### src/rtl/imem_pkg.sv
// imem_pkg: shared types and constants for the instruction memory loader
// and the benches that drive it.
package imem_pkg;

    localparam int INSTR_BYTES = 4;
    localparam int BYTE_W      = 8;

    // RV32 R-type major opcode, handy for building bench programs.
    localparam logic [6:0] OPCODE_RTYPE = 7'h33;

    typedef enum logic [1:0] {
        ST_IDLE   = 2'd0,
        ST_ACCEPT = 2'd1,
        ST_WRITE  = 2'd2,
        ST_DONE   = 2'd3
    } loader_state_e;

endpackage

### src/rtl/imem_loader_if.sv
// imem_loader_if: host word stream plus instruction memory byte write port.
// master = host/bench side, slave = loader side.
interface imem_loader_if #(
    parameter int ADDR_W = 5
) ();

    logic              start;
    logic [ADDR_W-1:0] base_addr;
    logic              word_valid;
    logic [31:0]       word_data;
    logic              word_last;
    logic              word_ready;
    logic              mem_we;
    logic [ADDR_W-1:0] mem_addr;
    logic [7:0]        mem_wdata;
    logic              busy;
    logic              done;
    logic              overflow;
    logic [31:0]       checksum;

    modport master (
        output start, base_addr, word_valid, word_data, word_last,
        input  word_ready, mem_we, mem_addr, mem_wdata,
        input  busy, done, overflow, checksum
    );

    modport slave (
        input  start, base_addr, word_valid, word_data, word_last,
        output word_ready, mem_we, mem_addr, mem_wdata,
        output busy, done, overflow, checksum
    );

endinterface

### src/rtl/imem_loader.sv
// imem_loader: serializes 32-bit words into little-endian byte writes.
// Optional word XOR checksum under IMEM_LOADER_CHECKSUM_EN.
module imem_loader
    import imem_pkg::*;
#(
    parameter int MEM_BYTES = 32,
    parameter int ADDR_W    = 5
) (
    input  logic          clk,
    input  logic          reset,
    imem_loader_if.slave  bus
);

    localparam logic [ADDR_W-1:0] LAST_ADDR = ADDR_W'(MEM_BYTES - 1);

    logic [1:0]        state_q, state_d;
    logic [ADDR_W-1:0] addr_q, addr_d;
    logic [1:0]        idx_q, idx_d;
    logic [31:0]       word_q, word_d;
    logic              last_q, last_d;
    logic              overflow_q, overflow_d;

    // Next-state logic for the session FSM, address counter and byte index.
    always_comb begin
        state_d    = state_q;
        addr_d     = addr_q;
        idx_d      = idx_q;
        word_d     = word_q;
        last_d     = last_q;
        overflow_d = overflow_q;
        case (state_q)
            ST_IDLE: begin
                if (bus.start) begin
                    addr_d     = {bus.base_addr[ADDR_W-1:2], 2'b00};
                    overflow_d = 1'b0;
                    idx_d      = 2'd0;
                    state_d    = ST_ACCEPT;
                end
            end
            ST_ACCEPT: begin
                if (bus.word_valid) begin
                    word_d  = bus.word_data;
                    last_d  = bus.word_last;
                    idx_d   = 2'd0;
                    state_d = ST_WRITE;
                end
            end
            ST_WRITE: begin
                addr_d = addr_q + 1'b1;
                idx_d  = idx_q + 2'd1;
                if (idx_q == 2'd3) begin
                    if (last_q) begin
                        state_d = ST_DONE;
                    end else if (addr_q == LAST_ADDR) begin
                        // Never wrap to address 0: stop and flag it.
                        overflow_d = 1'b1;
                        state_d    = ST_DONE;
                    end else begin
                        state_d = ST_ACCEPT;
                    end
                end
            end
            default: begin
                state_d = ST_IDLE;
            end
        endcase
    end

    // Session state registers.
    always_ff @(posedge clk) begin
        if (reset) begin
            state_q    <= ST_IDLE;
            addr_q     <= '0;
            idx_q      <= 2'd0;
            word_q     <= '0;
            last_q     <= 1'b0;
            overflow_q <= 1'b0;
        end else begin
            state_q    <= state_d;
            addr_q     <= addr_d;
            idx_q      <= idx_d;
            word_q     <= word_d;
            last_q     <= last_d;
            overflow_q <= overflow_d;
        end
    end

`ifdef IMEM_LOADER_CHECKSUM_EN
    logic [31:0] chk_q, chk_d;

    // Fold each accepted word into the checksum; start clears it.
    always_comb begin
        chk_d = chk_q;
        if (state_q == ST_IDLE && bus.start) begin
            chk_d = '0;
        end else if (state_q == ST_ACCEPT && bus.word_valid) begin
            chk_d = chk_q ^ bus.word_data;
        end
    end

    // Checksum accumulator register.
    always_ff @(posedge clk) begin
        if (reset) begin
            chk_q <= '0;
        end else begin
            chk_q <= chk_d;
        end
    end

    assign bus.checksum = chk_q;
`else
    assign bus.checksum = '0;
`endif

    // Outputs decode from registers only.
    assign bus.word_ready = (state_q == ST_ACCEPT);
    assign bus.mem_we     = (state_q == ST_WRITE);
    assign bus.mem_addr   = addr_q;
    assign bus.mem_wdata  = (state_q == ST_WRITE)
                          ? word_q[{idx_q, 3'b000} +: BYTE_W]
                          : 8'h00;
    assign bus.busy       = (state_q != ST_IDLE);
    assign bus.done       = (state_q == ST_DONE);
    assign bus.overflow   = overflow_q;

endmodule
### src/flat_wrapper.sv
// flat-port wrapper written by rule: the top's interface ports become plain ports
module imem_loader_flat import imem_pkg::*;
#(
    parameter int MEM_BYTES = 32,
    parameter int ADDR_W    = 5
)
  (clk, reset, bus_start, bus_base_addr, bus_word_valid, bus_word_data, bus_word_last, bus_word_ready, bus_mem_we, bus_mem_addr, bus_mem_wdata, bus_busy, bus_done, bus_overflow, bus_checksum);
  imem_loader_if #(.ADDR_W(ADDR_W)) bus_i ();
  input  logic clk;
  input  logic reset;
  input wire logic [$bits(bus_i.start)-1:0] bus_start;
  input wire logic [$bits(bus_i.base_addr)-1:0] bus_base_addr;
  input wire logic [$bits(bus_i.word_valid)-1:0] bus_word_valid;
  input wire logic [$bits(bus_i.word_data)-1:0] bus_word_data;
  input wire logic [$bits(bus_i.word_last)-1:0] bus_word_last;
  output wire logic [$bits(bus_i.word_ready)-1:0] bus_word_ready;
  output wire logic [$bits(bus_i.mem_we)-1:0] bus_mem_we;
  output wire logic [$bits(bus_i.mem_addr)-1:0] bus_mem_addr;
  output wire logic [$bits(bus_i.mem_wdata)-1:0] bus_mem_wdata;
  output wire logic [$bits(bus_i.busy)-1:0] bus_busy;
  output wire logic [$bits(bus_i.done)-1:0] bus_done;
  output wire logic [$bits(bus_i.overflow)-1:0] bus_overflow;
  output wire logic [$bits(bus_i.checksum)-1:0] bus_checksum;
  assign bus_i.start = bus_start;
  assign bus_i.base_addr = bus_base_addr;
  assign bus_i.word_valid = bus_word_valid;
  assign bus_i.word_data = bus_word_data;
  assign bus_i.word_last = bus_word_last;
  assign bus_word_ready = bus_i.word_ready;
  assign bus_mem_we = bus_i.mem_we;
  assign bus_mem_addr = bus_i.mem_addr;
  assign bus_mem_wdata = bus_i.mem_wdata;
  assign bus_busy = bus_i.busy;
  assign bus_done = bus_i.done;
  assign bus_overflow = bus_i.overflow;
  assign bus_checksum = bus_i.checksum;
  imem_loader #(.MEM_BYTES(MEM_BYTES), .ADDR_W(ADDR_W)) u_core (.clk(clk), .reset(reset), .bus(bus_i));
endmodule
### config.mk
export PLATFORM = sky130hd
export DESIGN_NAME = imem_loader_flat
export DESIGN_NICKNAME = d
export VERILOG_FILES = /design/src/rtl/imem_pkg.sv /design/src/rtl/imem_loader_if.sv /design/src/rtl/imem_loader.sv /design/src/flat_wrapper.sv
export SDC_FILE = /design/constraint.sdc
export NUM_CORES = 1
export LEC_CHECK = 0
export ABC_AREA = 0
export ABC_CLOCK_PERIOD_IN_PS = 2400
export CORE_UTILIZATION = 46
export DETAILED_ROUTE_END_ITERATION = 6
export MAX_ROUTING_LAYER = met4
export PLACE_DENSITY = 0.85
export SLEW_MARGIN = 30
export SYNTH_ARGS = -nofsm -noshare
export SYNTH_HDL_FRONTEND = slang
export SYNTH_SLANG_ARGS = --single-unit
### constraint.sdc
create_clock -name clk -period 2.4 [get_ports clk]
set_input_delay 0.48 -clock clk [delete_from_list [all_inputs] [get_ports clk]]
set_output_delay 0.48 -clock clk [all_outputs]
set_load 0.05 [all_outputs]
==> impl_summary.txt <==
----------------------------------------------------
[Clock network]
  Clock tree from TritonCTS ... yes
  Num CTS Buffers ... 5
  CTS Sinks ... 43
  Post-CTS setup repair buffer count ... 0
  CTS Buffer Depth ... 2
  CTS clk-pin slew, worst paths ... 80 ps
  Clock latency on the worst-skew pair ... 300 ps
  H-tree levels ... 2
  Number of gates resized after cts ... 0
  Cts-stage hold buffer count ... 0
  Root Buffer Master ... sky130_fd_sc_hd__clkbuf_8

[GRT]
  Initial antenna violation count ... 0
  Overall Global Routing Usage ... 20.9%
  Largest net degree at the start of global routing ... 35
  Final global-route overflow total ... 0
  First-pass GRT wire length ... 7780 um
  Number of global-route vias before repair ... 1651

[Critical path]
  CP Buf/Inv Count ... 1
  Critical Path Source Type ... flip-flop
  Nature of the critical path endpoint ... primary output
  Cell breakdown of the critical path ... and2_1, clkdlybuf4s50_1
  Cell family contributing the most delay on the critical path ... buffers and inverters
  Cell with the biggest individual delay on the critical path ... sky130_fd_sc_hd__clkdlybuf4s50_1
  Start-to-end type of the worst setup path ... reg2out
  Critical path fanouts, max ... 9
  Critical path required time ... 1920 ps
  Data arrival at the endpoint of the critical path ... 1830 ps
  Slowest cell delay on critical path ... 820 ps

[Timing]
  Crit path time final ... 2310 ps
  Setup TNS Final ... 0 ps
  Final Hold Vio Count ... 0
  Relative max-transition margin ... 54.3%
  Setup-failing EPs final ... 0
  Top achievable clock speed ... 434 MHz
  Hold slack final ... 455 ps
  RSZ-0062 raised after global routing ... no
  Period utilization ... 96.1%
  Clock skew after layout ... 9.63 ps
  Worst-case setup margin in the final layout ... 93.3 ps
  Slew at the pin with the worst max-slew slack ... 683 ps
  Final Max Slew Viols ... 0

[Synthesis]
  Combined area of all synthesized cells ... 2200 um2
  Number of enable flip-flop cells after synthesis ... 0
  Share of async-settable or async-resettable flops after synthesis ... 0%
  Post-Synthesis Mean Instance Area ... 8.40 um2
  Sequential fraction of the synthesis area ... 39.1%
  Cell count after synthesis ... 262
  Post-synthesis sequential element count ... 43
  Yosys warnings ... 0
  Top_reg_cell synth ... sky130_fd_sc_hd__dfxtp_1
  Distinct cells, synth ... 35

[Placed design]
  Final Wtd Congestion ... 0.798
  I/O Buffers ... 57
  HPWL reported at the end of detailed placement ... 3590 um
  Placed Cells ... 361
  Worst slack, placed ... 372 ps

[Run]
  Number of max-cap violations ... 0

[Die]
  Effective utilization at floorplan ... 49.2%
  Floorplan die height ... 71.2 um
  Top-Level Pins ... 92
  Core Box Area ... 4470 um2
  Rows ... 24
  X dimension of the die ... 71.2 um
  Die Outline Area ... 5070 um2

[Route]
  Final Routed Wirelength ... 4880 um
  First-iteration detailed-routing DRC count ... 152
  Routed wirelength normalized by instance count ... 13.2 um
  Routed via count divided by cell count ... 5.01
  Antenna-violating nets left ... 0
  Detailed-route DRC error count ... 7
  Number of optimization iterations in the first detailed-route pass ... 6
  Routed via count ... 1848

[Power and ir drop]
  Leakage power ... 1.09 nW
  P per Cell Area ... 616 nW/um2
  Worst vdd rail ir drop ... 0.000342 V

[Final layout]
  Register Area ... 861 um2
  Total area of multi-input combinational cells ... 1110 um2
  Total inserted antenna cells ... 0
  Final core utilization ... 62.2%
  Most common library cell in the layout ignoring fill and taps ... sky130_fd_sc_hd__nand2_1
  Growth of design area from synthesis to finish ... 26.4%
  Fillers ... 385
  Final net count ... 361
  Share of layout cells above drive strength 1 ... 12.6%
  Finished Layout Cells ... 369
  Commonest non-fill, non-tap cells in the layout ... 71 x sky130_fd_sc_hd__nand2_1, 48 x sky130_fd_sc_hd__clkdlybuf4s50_1, 43 x sky130_fd_sc_hd__dfxtp_1

[Worst hold path]
  Class of the tightest hold or removal check ... reg2reg

[Outcome]
  Violations in the final reports ... design-rule violations
  Status ... finished with violations

----------------------------------------------------
final timing paths:
path	from	to	slack, ps	cells after the start
worst min-delay path	u_core.word_q[24]	u_core.word_q[24]	450	2
worst max-delay path	u_core.state_q[0]	bus_done	90	2
worst max register to register	u_core.state_q[1]	u_core.word_q[3]	720	4
worst min register to register	u_core.word_q[24]	u_core.word_q[24]	450	2
Yosys cell counts, drive strengths merged, types with 2 or more instances:
master   n  share of area, %
nand2   71                12
clkbuf   5              0.85
a21oi   41               9.3
nand2b   3              0.85
dfxtp   43                39
nor3     2              0.45
o21ai    4              0.91
inv      2              0.34
o21bai   2              0.68
nor2     4              0.68
ha       3               1.7
mux4     8               8.2
and2     9               2.6
buf     44                14
nor2b    3              0.85
nand3b   2              0.85
cells by family (layout without fill, tap and decap cells):
kind of cell / Yosys count / after routing / share of synthesized area [%]
buffers and inverters: 51 / 75 / 15.7
DFF: 43 / 43 / 39.1
other: 1 / 32 / 0.170
AOI/OAI and AO/OA: 53 / 53 / 13.6
xor gates and xnor gates: 1 / 1 / 0.398
and+or+nand+nor: 101 / 101 / 20.6
adders and majority gates: 3 / 3 / 1.71
muxes: 9 / 9 / 8.70
per-layer routing:
layer	global-route usage (%)	routed length (um)	up-vias
met4	9.56	97	0
met1	25.1	2040	859
li1	-	-	916
met5	-	0	-
met2	33.7	2510	66
met3	4.42	232	7
tightest hold or removal path, stage by stage, from the launching register on:
cell and delay (ps):
sky130_fd_sc_hd__dfxtp_1 310, sky130_fd_sc_hd__nand2_1 50, sky130_fd_sc_hd__a21oi_1 50
final cells by class:
type / count / area share [%]
repair buffers: 65 / 22.3
clock buffers: 6 / 2.97
clock inverters: 2 / 1.26
inverters: 2 / 0.270
multi-input cells: 199 / 39.9
well taps: 52 / 2.34
flip-flops and latches: 43 / 30.9
state kept, by name (all words and copies together) (netlist names):
name,flops
u_core.state_q,2
u_core.bus.overflow,1
u_core.idx_q,2
u_core.last_q,1
u_core.word_q,32
u_core.bus.mem_addr,5
report_power, final:
part	internal [mW]	leakage (nW)	switching (mW)	total, mW
logic	0.129	0.677	0.236	0.365
registers	0.743	0.349	0.0248	0.768
clock network	0.337	0.0612	0.244	0.581
total	1.21	1.09	0.505	1.71
per-stage QoR:
step / area, um2 / total power, mW
after CTS: 2780 / 1.72
after detailed placement: 2670 / 1.15
after floorplan: 2320 / 1.07
after global placement: 2670 / 1.14
final: 2780 / 1.71
after global routing: 2780 / 1.79
(Power assumes the default switching activity.)
